===== config.mk =====
export PLATFORM = sky130hd
export DESIGN_NAME = gcd_req_queue
export DESIGN_NICKNAME = d
export VERILOG_FILES = /design/src/rtl/gcd_req_queue.sv
export SDC_FILE = /design/constraint.sdc
export NUM_CORES = 1
export LEC_CHECK = 0
export ABC_AREA = 1
export BUFFER_PORTS_ARGS = -buffer_cell sky130_fd_sc_hd__buf_2
export CAP_MARGIN = 20
export CORE_MARGIN = 2
export CORE_UTILIZATION = 61
export CTS_CLUSTER_SIZE = 10
export DETAILED_ROUTE_END_ITERATION = 8
export PLACE_DENSITY = 0.84
export SETUP_SLACK_MARGIN = 0.2
export SKIP_CTS_REPAIR_TIMING = 1
export SLEW_MARGIN = 20
export SYNTH_ARGS = -nofsm -noshare
export SYNTH_HDL_FRONTEND = slang
export SYNTH_SLANG_ARGS = --single-unit

===== constraint.sdc =====
create_clock -name clk -period 5.4 [get_ports clk]
set_input_delay 0.54 -clock clk [delete_from_list [all_inputs] [get_ports clk]]
set_output_delay 0.54 -clock clk [all_outputs]
set_load 0.01 [all_outputs]

===== src/rtl/gcd_req_queue.sv =====
// Circular operand-pair queue feeding the GCD unit (valid/ready both sides).
// Optional same-cycle empty-queue bypass enabled by defining GCD_REQ_QUEUE_BYPASS_EN.
module gcd_req_queue #(
   parameter int DATA_W = 16,
   parameter int DEPTH  = 4
) (
   input  logic                     clk,
   input  logic                     reset,
   input  logic                     enq_val,
   output logic                     enq_rdy,
   input  logic [2*DATA_W-1:0]      enq_msg,
   output logic                     deq_val,
   input  logic                     deq_rdy,
   output logic [2*DATA_W-1:0]      deq_msg,
   output logic [$clog2(DEPTH):0]   count
);

   localparam int PTR_W = $clog2(DEPTH);
   localparam logic [PTR_W:0] FULL_CNT = (PTR_W+1)'(DEPTH);

   logic [2*DATA_W-1:0] r_mem [DEPTH];
   logic [PTR_W-1:0]    r_wr_ptr;
   logic [PTR_W-1:0]    r_rd_ptr;
   logic [PTR_W:0]      r_count;

   logic w_empty;
   logic w_full;
   logic w_enq;
   logic w_deq;
   logic w_write;
   logic w_read;

   assign w_empty = (r_count == '0);
   assign w_full  = (r_count == FULL_CNT);
   assign enq_rdy = !reset && !w_full;
   assign w_enq   = enq_val && enq_rdy;
   assign w_deq   = deq_val && deq_rdy;
   assign count   = r_count;

`ifdef GCD_REQ_QUEUE_BYPASS_EN
   logic w_bypass_xfer;

   // Empty queue forwards the incoming pair; a taken bypass never touches storage.
   assign deq_val       = !reset && (w_empty ? enq_val : 1'b1);
   assign deq_msg       = w_empty ? enq_msg : r_mem[r_rd_ptr];
   assign w_bypass_xfer = w_empty && w_enq && w_deq;
   assign w_write       = w_enq && !w_bypass_xfer;
   assign w_read        = w_deq && !w_bypass_xfer;
`else
   assign deq_val = !reset && !w_empty;
   assign deq_msg = r_mem[r_rd_ptr];
   assign w_write = w_enq;
   assign w_read  = w_deq;
`endif

   always_ff @(posedge clk) begin
      if (w_write) begin
         r_mem[r_wr_ptr] <= enq_msg;
      end
   end

   // DEPTH is a power of two, so pointers wrap by natural overflow.
   always_ff @(posedge clk) begin
      if (reset) begin
         r_wr_ptr <= '0;
         r_rd_ptr <= '0;
         r_count  <= '0;
      end else begin
         if (w_write) begin
            r_wr_ptr <= r_wr_ptr + PTR_W'(1);
         end
         if (w_read) begin
            r_rd_ptr <= r_rd_ptr + PTR_W'(1);
         end
         case ({w_write, w_read})
            2'b10:   r_count <= r_count + (PTR_W+1)'(1);
            2'b01:   r_count <= r_count - (PTR_W+1)'(1);
            default: r_count <= r_count;
         endcase
      end
   end

endmodule


==> impl_metrics.env, run 1 <==
export IMPL_worstPathMaxFanout=65
export IMPL_clockBufferDepth=2
export IMPL_gp_congestion=0.723
export IMPL_cp_end_kind="primary output"
export IMPL_hold_viol=0
export IMPL_ys_ff_latch=137
export IMPL_rsz0062_at_grt="false"
export IMPL_use_met2_pct=38.7
export IMPL_insertion_delay_ns=0.53
export IMPL_layout_cells_non_filler=571
export IMPL_ant_nets=0
export IMPL_status="completed"
export IMPL_initial_core_util_pct=63.6
export IMPL_cellPowerDensity_mw_per_mm2=422
export IMPL_grt_max_degree=66
export IMPL_grt_usage_pct=24.0
export IMPL_final_cell_mix="128 x edfxtp_1, 72 x buf_2, 69 x nor2_1"
export IMPL_final_common_cell="edfxtp_1"
export IMPL_n_antenna_cell=0
export IMPL_overflow=0
export IMPL_dr_pass1_iters=5
export IMPL_cp_slowest_stage_delay_ns=0.78
export IMPL_netlist_area_mm2=0.00528
export IMPL_dp_cells=539
export IMPL_cts_tree="done"
export IMPL_synthCells=380
export IMPL_clk_pin_slew_ns=0.06
export IMPL_antenna_found_initial=0
export IMPL_critPathTopFamily="flip-flops"
export IMPL_slew_headroom_pct=28.5
export IMPL_hold_path_class="input pin to flip-flop"
export IMPL_first_iter_violations=348
export IMPL_use_met3_pct=6.50
export IMPL_synth_cell_type_count=21
export IMPL_max_cap_viol_count=0
export IMPL_busiest_layer="met2"
export IMPL_wl_per_cell_um=19.0
export IMPL_drc=0
export IMPL_vdd_drop_max_v=0.000288
export IMPL_setup_viol=0
export IMPL_p_leak_nw=2.31
export IMPL_period_minus_slack_ns=2.72
export IMPL_drv_slew=0
export IMPL_fp_coreArea_mm2=0.00830
export IMPL_tightest_slew_ns=1.07
export IMPL_area_delta_synth_final_pct=19.2
export IMPL_place_hpwl_um=5400
export IMPL_critPathBufInv=2
export IMPL_port_buffers=72
export IMPL_use_met1_pct=30.1
export IMPL_synth_area_per_cell_um2=13.9
export IMPL_dieArea_mm2=0.00941
export IMPL_ctsHtreeMaxLevel=4
export IMPL_ios=73
export IMPL_route_vias_total=3378
export IMPL_synth_nets=422
export IMPL_skew_ns=0.00861
export IMPL_root_buffer="clkbuf_8"
export IMPL_path_cells="inv_8 -> o21ai_1 -> o22ai_1 -> buf_2"
export IMPL_fp_dieW_um=97.0
export IMPL_tns_ns=0
export IMPL_required_ns=4.86
export IMPL_cts_made_buffers=17
export IMPL_grt_pass1_vias=3424
export IMPL_ys_seq_area_share_pct=76.3
export IMPL_clkSinkCount=137
export IMPL_synth_warnings=0
export IMPL_period_share_pct=50.3
export IMPL_crit_arrival_ns=2.18
export IMPL_die_y_um=97.0
export IMPL_fin_nets=495
export IMPL_fmax_mhz=368
export IMPL_grt_pass1_wl_um=17000
export IMPL_via_per_inst=5.92
export IMPL_cp_start_kind="flip-flop"
export IMPL_path_class="flip-flop to primary output"
export IMPL_layout_drive_gt1_share_pct=24.2
export IMPL_worst_path_max_delay_cell="dfxtp_4"
export IMPL_num_rows=33
export IMPL_routed_wl_um=10800
-- cells in the mapped netlist --
library cell	n	area share, %
dfxtp_1	9	3.4
o21ai_1	28	2.7
nor2_1	73	5.2
buf_2	6	0.57
ha_1	5	1.2
nand3_1	4	0.38
clkbuf_1	1	0.071
inv_8	1	0.21
fa_1	1	0.38
nand4_1	1	0.12
inv_1	17	1.2
buf_6	9	1.9
nand2_1	14	1.0
o22ai_1	32	3.8
o21ai_0	38	3.6
buf_4	3	0.43
nand3_2	1	0.19
nor2_2	1	0.12
a21oi_1	6	0.57
inv_2	2	0.14
edfxtp_1	128	73
-- cells by family (layout without fill, tap and decap cells) --
kind of cell               after synthesis  in the layout  share of synthesized area, %
DFF                                    137            137                          76.3
AOI/OAI and AO/OA                      104            104                          10.6
and+or+nand+nor                         94             94                          7.00
buffers and inverters                   39            125                          4.55
adders and majority gates                6              6                          1.57
-- flip-flops by register name, indices dropped and copies added (netlist names), named ones only --
name	count
count	3
r_mem	128
r_rd_ptr	2
r_wr_ptr	2
-- layout make-up --
class                           count  area, um^2
Sequential cell                   137        4030
Fill cell                         465        2010
Multi-Input combinational cell    204        1040
Clock buffer                       18         418
Timing Repair Buffer               73         368
Clock inverter                     14         221
Tap cell                          105         131
Inverter                           20        82.6
-- layer usage --
metal	up-vias	wire length, um
met5	-	0
met4	0	228
met3	21	843
met2	182	5540
met1	1629	4220
li1	1546	-
-- through the flow --
stage	setup WS (ns)	instance area [um^2]	hold slack, ns	power, mW	util (%)
detailed placement	2.87	5650	0.478	1.43	68.1
global placement	2.95	5650	0.448	1.42	68.1
global route	2.52	6290	0.208	2.73	75.8
CTS	2.27	6290	0.210	2.66	75.8
floorplan	2.81	5280	0.447	1.35	-
finish	2.68	6290	0.224	2.66	75.8
-- path summary, 6_finish.rpt --
path                                 start                     end  slack [ns]  cells after the start
setup / recovery                 flip-flop              deq_msg[1]        2.68                      4
hold / removal                 enq_msg[11]  r_mem[1][11]$_DFFE_PP_        0.22                      1
setup reg to reg     count[1]$_SDFFE_PP0P_  r_mem[3][19]$_DFFE_PP_        3.28                      4
hold reg to reg   r_rd_ptr[0]$_SDFFE_PP0P_               flip-flop        0.49                      2
-- where the power goes --
part	internal, mW	total (mW)	leakage [nW]	switching, mW
clock	0.801	1.24	0.309	0.443
sequential	1.19	1.22	1.24	0.0226
combinational	0.0678	0.196	0.760	0.128
(Power assumes the default switching activity.)
==> run 2: changes to the inputs <==
--- a/config.mk
+++ b/config.mk
@@ -9,10 +9,10 @@
 export BUFFER_PORTS_ARGS = -buffer_cell sky130_fd_sc_hd__buf_2
 export CAP_MARGIN = 20
 export CORE_MARGIN = 2
-export CORE_UTILIZATION = 61
+export CORE_UTILIZATION = 57
 export CTS_CLUSTER_SIZE = 10
 export DETAILED_ROUTE_END_ITERATION = 8
-export PLACE_DENSITY = 0.84
+export PLACE_DENSITY = 0.79
 export SETUP_SLACK_MARGIN = 0.2
 export SKIP_CTS_REPAIR_TIMING = 1
 export SLEW_MARGIN = 20
==> constraint.sdc (replaced) <==
create_clock -name clk -period 2.6 [get_ports clk]
set_input_delay 0.26 -clock clk [delete_from_list [all_inputs] [get_ports clk]]
set_output_delay 0.26 -clock clk [all_outputs]
set_load 0.01 [all_outputs]
==> run 2 against run 1 <==
  * Utilization fell by 3.4 points
  * Sequential cell count stayed put
  * Combinational power grew 130%
  * Via count increased by 1.0%
  * Final area increased by 4.9%
  * Power is 97% higher
  * Sequential power is 110% higher
  * Cell count up 7.9%
  * First-iteration DRC count fell by 16%
  * Wire length is 3.9% lower
  * Count of clock-buffer cells in the layout did not move
  * Critical path type unchanged
  * Highest routed layer unchanged
==> impl_metrics.env, run 2 (synthesized netlist as in run 1, its figures left out) <==
export IMPL_place_hpwl_um=5730
export IMPL_insertion_delay_ns=0.51
export IMPL_grt_pass1_vias=3282
export IMPL_use_met3_pct=5.92
export IMPL_design_area_mm2=0.00660
export IMPL_rr_startpoint="count[1]$_SDFFE_PP0P_"
export IMPL_critPathBufInv=2
export IMPL_clkPwrFrac_pct=43.0
export IMPL_cp_slowest_stage_delay_ns=0.46
export IMPL_power_mw=5.22
export IMPL_grt_pass1_wl_um=16000
export IMPL_finish_utilization_pct=72.4
export IMPL_min_delay_path_depth=3
export IMPL_cp_start_kind="flip-flop"
export IMPL_setup_viol=0
export IMPL_period_minus_slack_ns=2.17
export IMPL_gp_congestion=0.759
export IMPL_regMostFlops="r_mem"
export IMPL_status="completed"
export IMPL_hold_viol=0
export IMPL_fin_nets=534
export IMPL_cp_end_kind="primary output"
export IMPL_dieArea_mm2=0.0100
export IMPL_layout_drive_gt1_share_pct=23.8
export IMPL_p_sw_share_pct=22.9
export IMPL_grt_usage_pct=21.4
export IMPL_p_sw_mw=1.20
export IMPL_p_leak_nw=2.43
export IMPL_port_buffers=72
export IMPL_p_comb_share_pct=8.8
export IMPL_antenna_found_initial=1
export IMPL_vdd_drop_max_v=0.000455
export IMPL_wl_per_cell_um=16.9
export IMPL_path_class="flip-flop to primary output"
export IMPL_post_dp_cell_area_mm2=0.00571
export IMPL_post_place_ws_ns=0.617
export IMPL_tns_ns=0
export IMPL_routed_wl_um=10400
export IMPL_ios=73
export IMPL_worstHoldStart="enq_val"
export IMPL_whs_ns=0.0279
export IMPL_use_met1_pct=27.3
export IMPL_layout_cells_non_filler=616
export IMPL_rsz0062_at_grt="false"
export IMPL_p_seq_share_pct=48.2
export IMPL_worst_r2r_path_depth=12
export IMPL_cellPowerDensity_mw_per_mm2=791
export IMPL_path_cells="inv_8 -> o21ai_0 -> o22ai_1 -> buf_2"
export IMPL_fp_dieW_um=100
export IMPL_slew_headroom_pct=63.6
export IMPL_ant_nets=0
export IMPL_r2r_end="count[2]$_SDFFE_PP0P_"
export IMPL_final_cell_mix="128 x edfxtp_1, 72 x buf_2, 69 x nor2_1"
export IMPL_ctsHtreeMaxLevel=4
export IMPL_hold_path_class="input pin to flip-flop"
export IMPL_skew_ns=0.00592
export IMPL_dp_cells=552
export IMPL_area_delta_synth_final_pct=25.1
export IMPL_num_rows=35
export IMPL_n_antenna_cell=0
export IMPL_critPathTopFamily="buffers and inverters"
export IMPL_worstPathMaxFanout=64
export IMPL_root_buffer="clkbuf_8"
export IMPL_drv_slew=0
export IMPL_die_y_um=100
export IMPL_max_cap_viol_count=0
export IMPL_cellInternalPower_mw=4.03
export IMPL_fp_coreArea_mm2=0.00911
export IMPL_crit_arrival_ns=1.91
export IMPL_hold_path_end="r_wr_ptr[1]$_SDFFE_PP0P_"
export IMPL_use_met2_pct=34.2
export IMPL_required_ns=2.34
export IMPL_dr_pass1_iters=5
export IMPL_cts_made_buffers=17
export IMPL_clockBufferDepth=2
export IMPL_busiest_layer="met2"
export IMPL_setup_ws_ns=0.428
export IMPL_first_iter_violations=294
export IMPL_drc=0
export IMPL_worst_path_max_delay_cell="dfxtp_4"
export IMPL_initial_core_util_pct=57.9
export IMPL_largest_reg_flops=128
export IMPL_route_vias_total=3413
export IMPL_fmax_mhz=460
export IMPL_tightest_slew_ns=0.546
export IMPL_grt_max_degree=65
export IMPL_clkSinkCount=137
export IMPL_period_share_pct=83.5
export IMPL_final_common_cell="edfxtp_1"
export IMPL_clk_pin_slew_ns=0.06
export IMPL_rrSetupSlack_ns=0.59
export IMPL_overflow=0
export IMPL_via_per_inst=5.54
export IMPL_cts_tree="done"
[run 2: final cells by class]
type / instances / area (um^2)
sequential: 137 / 4030
fill: 586 / 2510
multi-input combinational: 204 / 1040
timing repair buffer: 112 / 741
clock buffer: 18 / 418
clock inverter: 14 / 149
tap: 111 / 139
inverter: 20 / 82.6
[run 2: power groups by stage]
stage	logic, mW	clock network (mW)	registers [mW]
4_1_cts	0.423	2.28	2.51
3_3_place_gp	0.407	0	2.56
6_report	0.459	2.25	2.51
5_1_grt	0.507	2.38	2.52
2_1_floorplan	0.265	0	2.55
3_5_place_dp	0.419	0	2.56
[run 2: tightest hold or removal path, stage by stage]
cell	delay (ns)
buf_2	0.11
nand3_1	0.07
nand2_1	0.06
[run 2: how the worst max path moves through the flow]
stage	startpoint	endpoint	slack, ns	cells after the start
floorplan	count[1]$_SDFFE_PP0P_	r_mem[0][0]$_DFFE_PP_	0.11	4
global placement	count[1]$_SDFFE_PP0P_	count[2]$_SDFFE_PP0P_	0.71	12
detailed placement	count[1]$_SDFFE_PP0P_	count[2]$_SDFFE_PP0P_	0.62	12
CTS	flip-flop	deq_msg[24]	0.22	4
global route	flip-flop	deq_msg[17]	0.28	4
finish	flip-flop	deq_msg[17]	0.43	4
[run 2: per-layer routing]
layer,vias up,wire length [um]
li1,1625,-
met1,1623,4280
met2,145,5220
met3,20,702
met4,0,210
met5,-,0
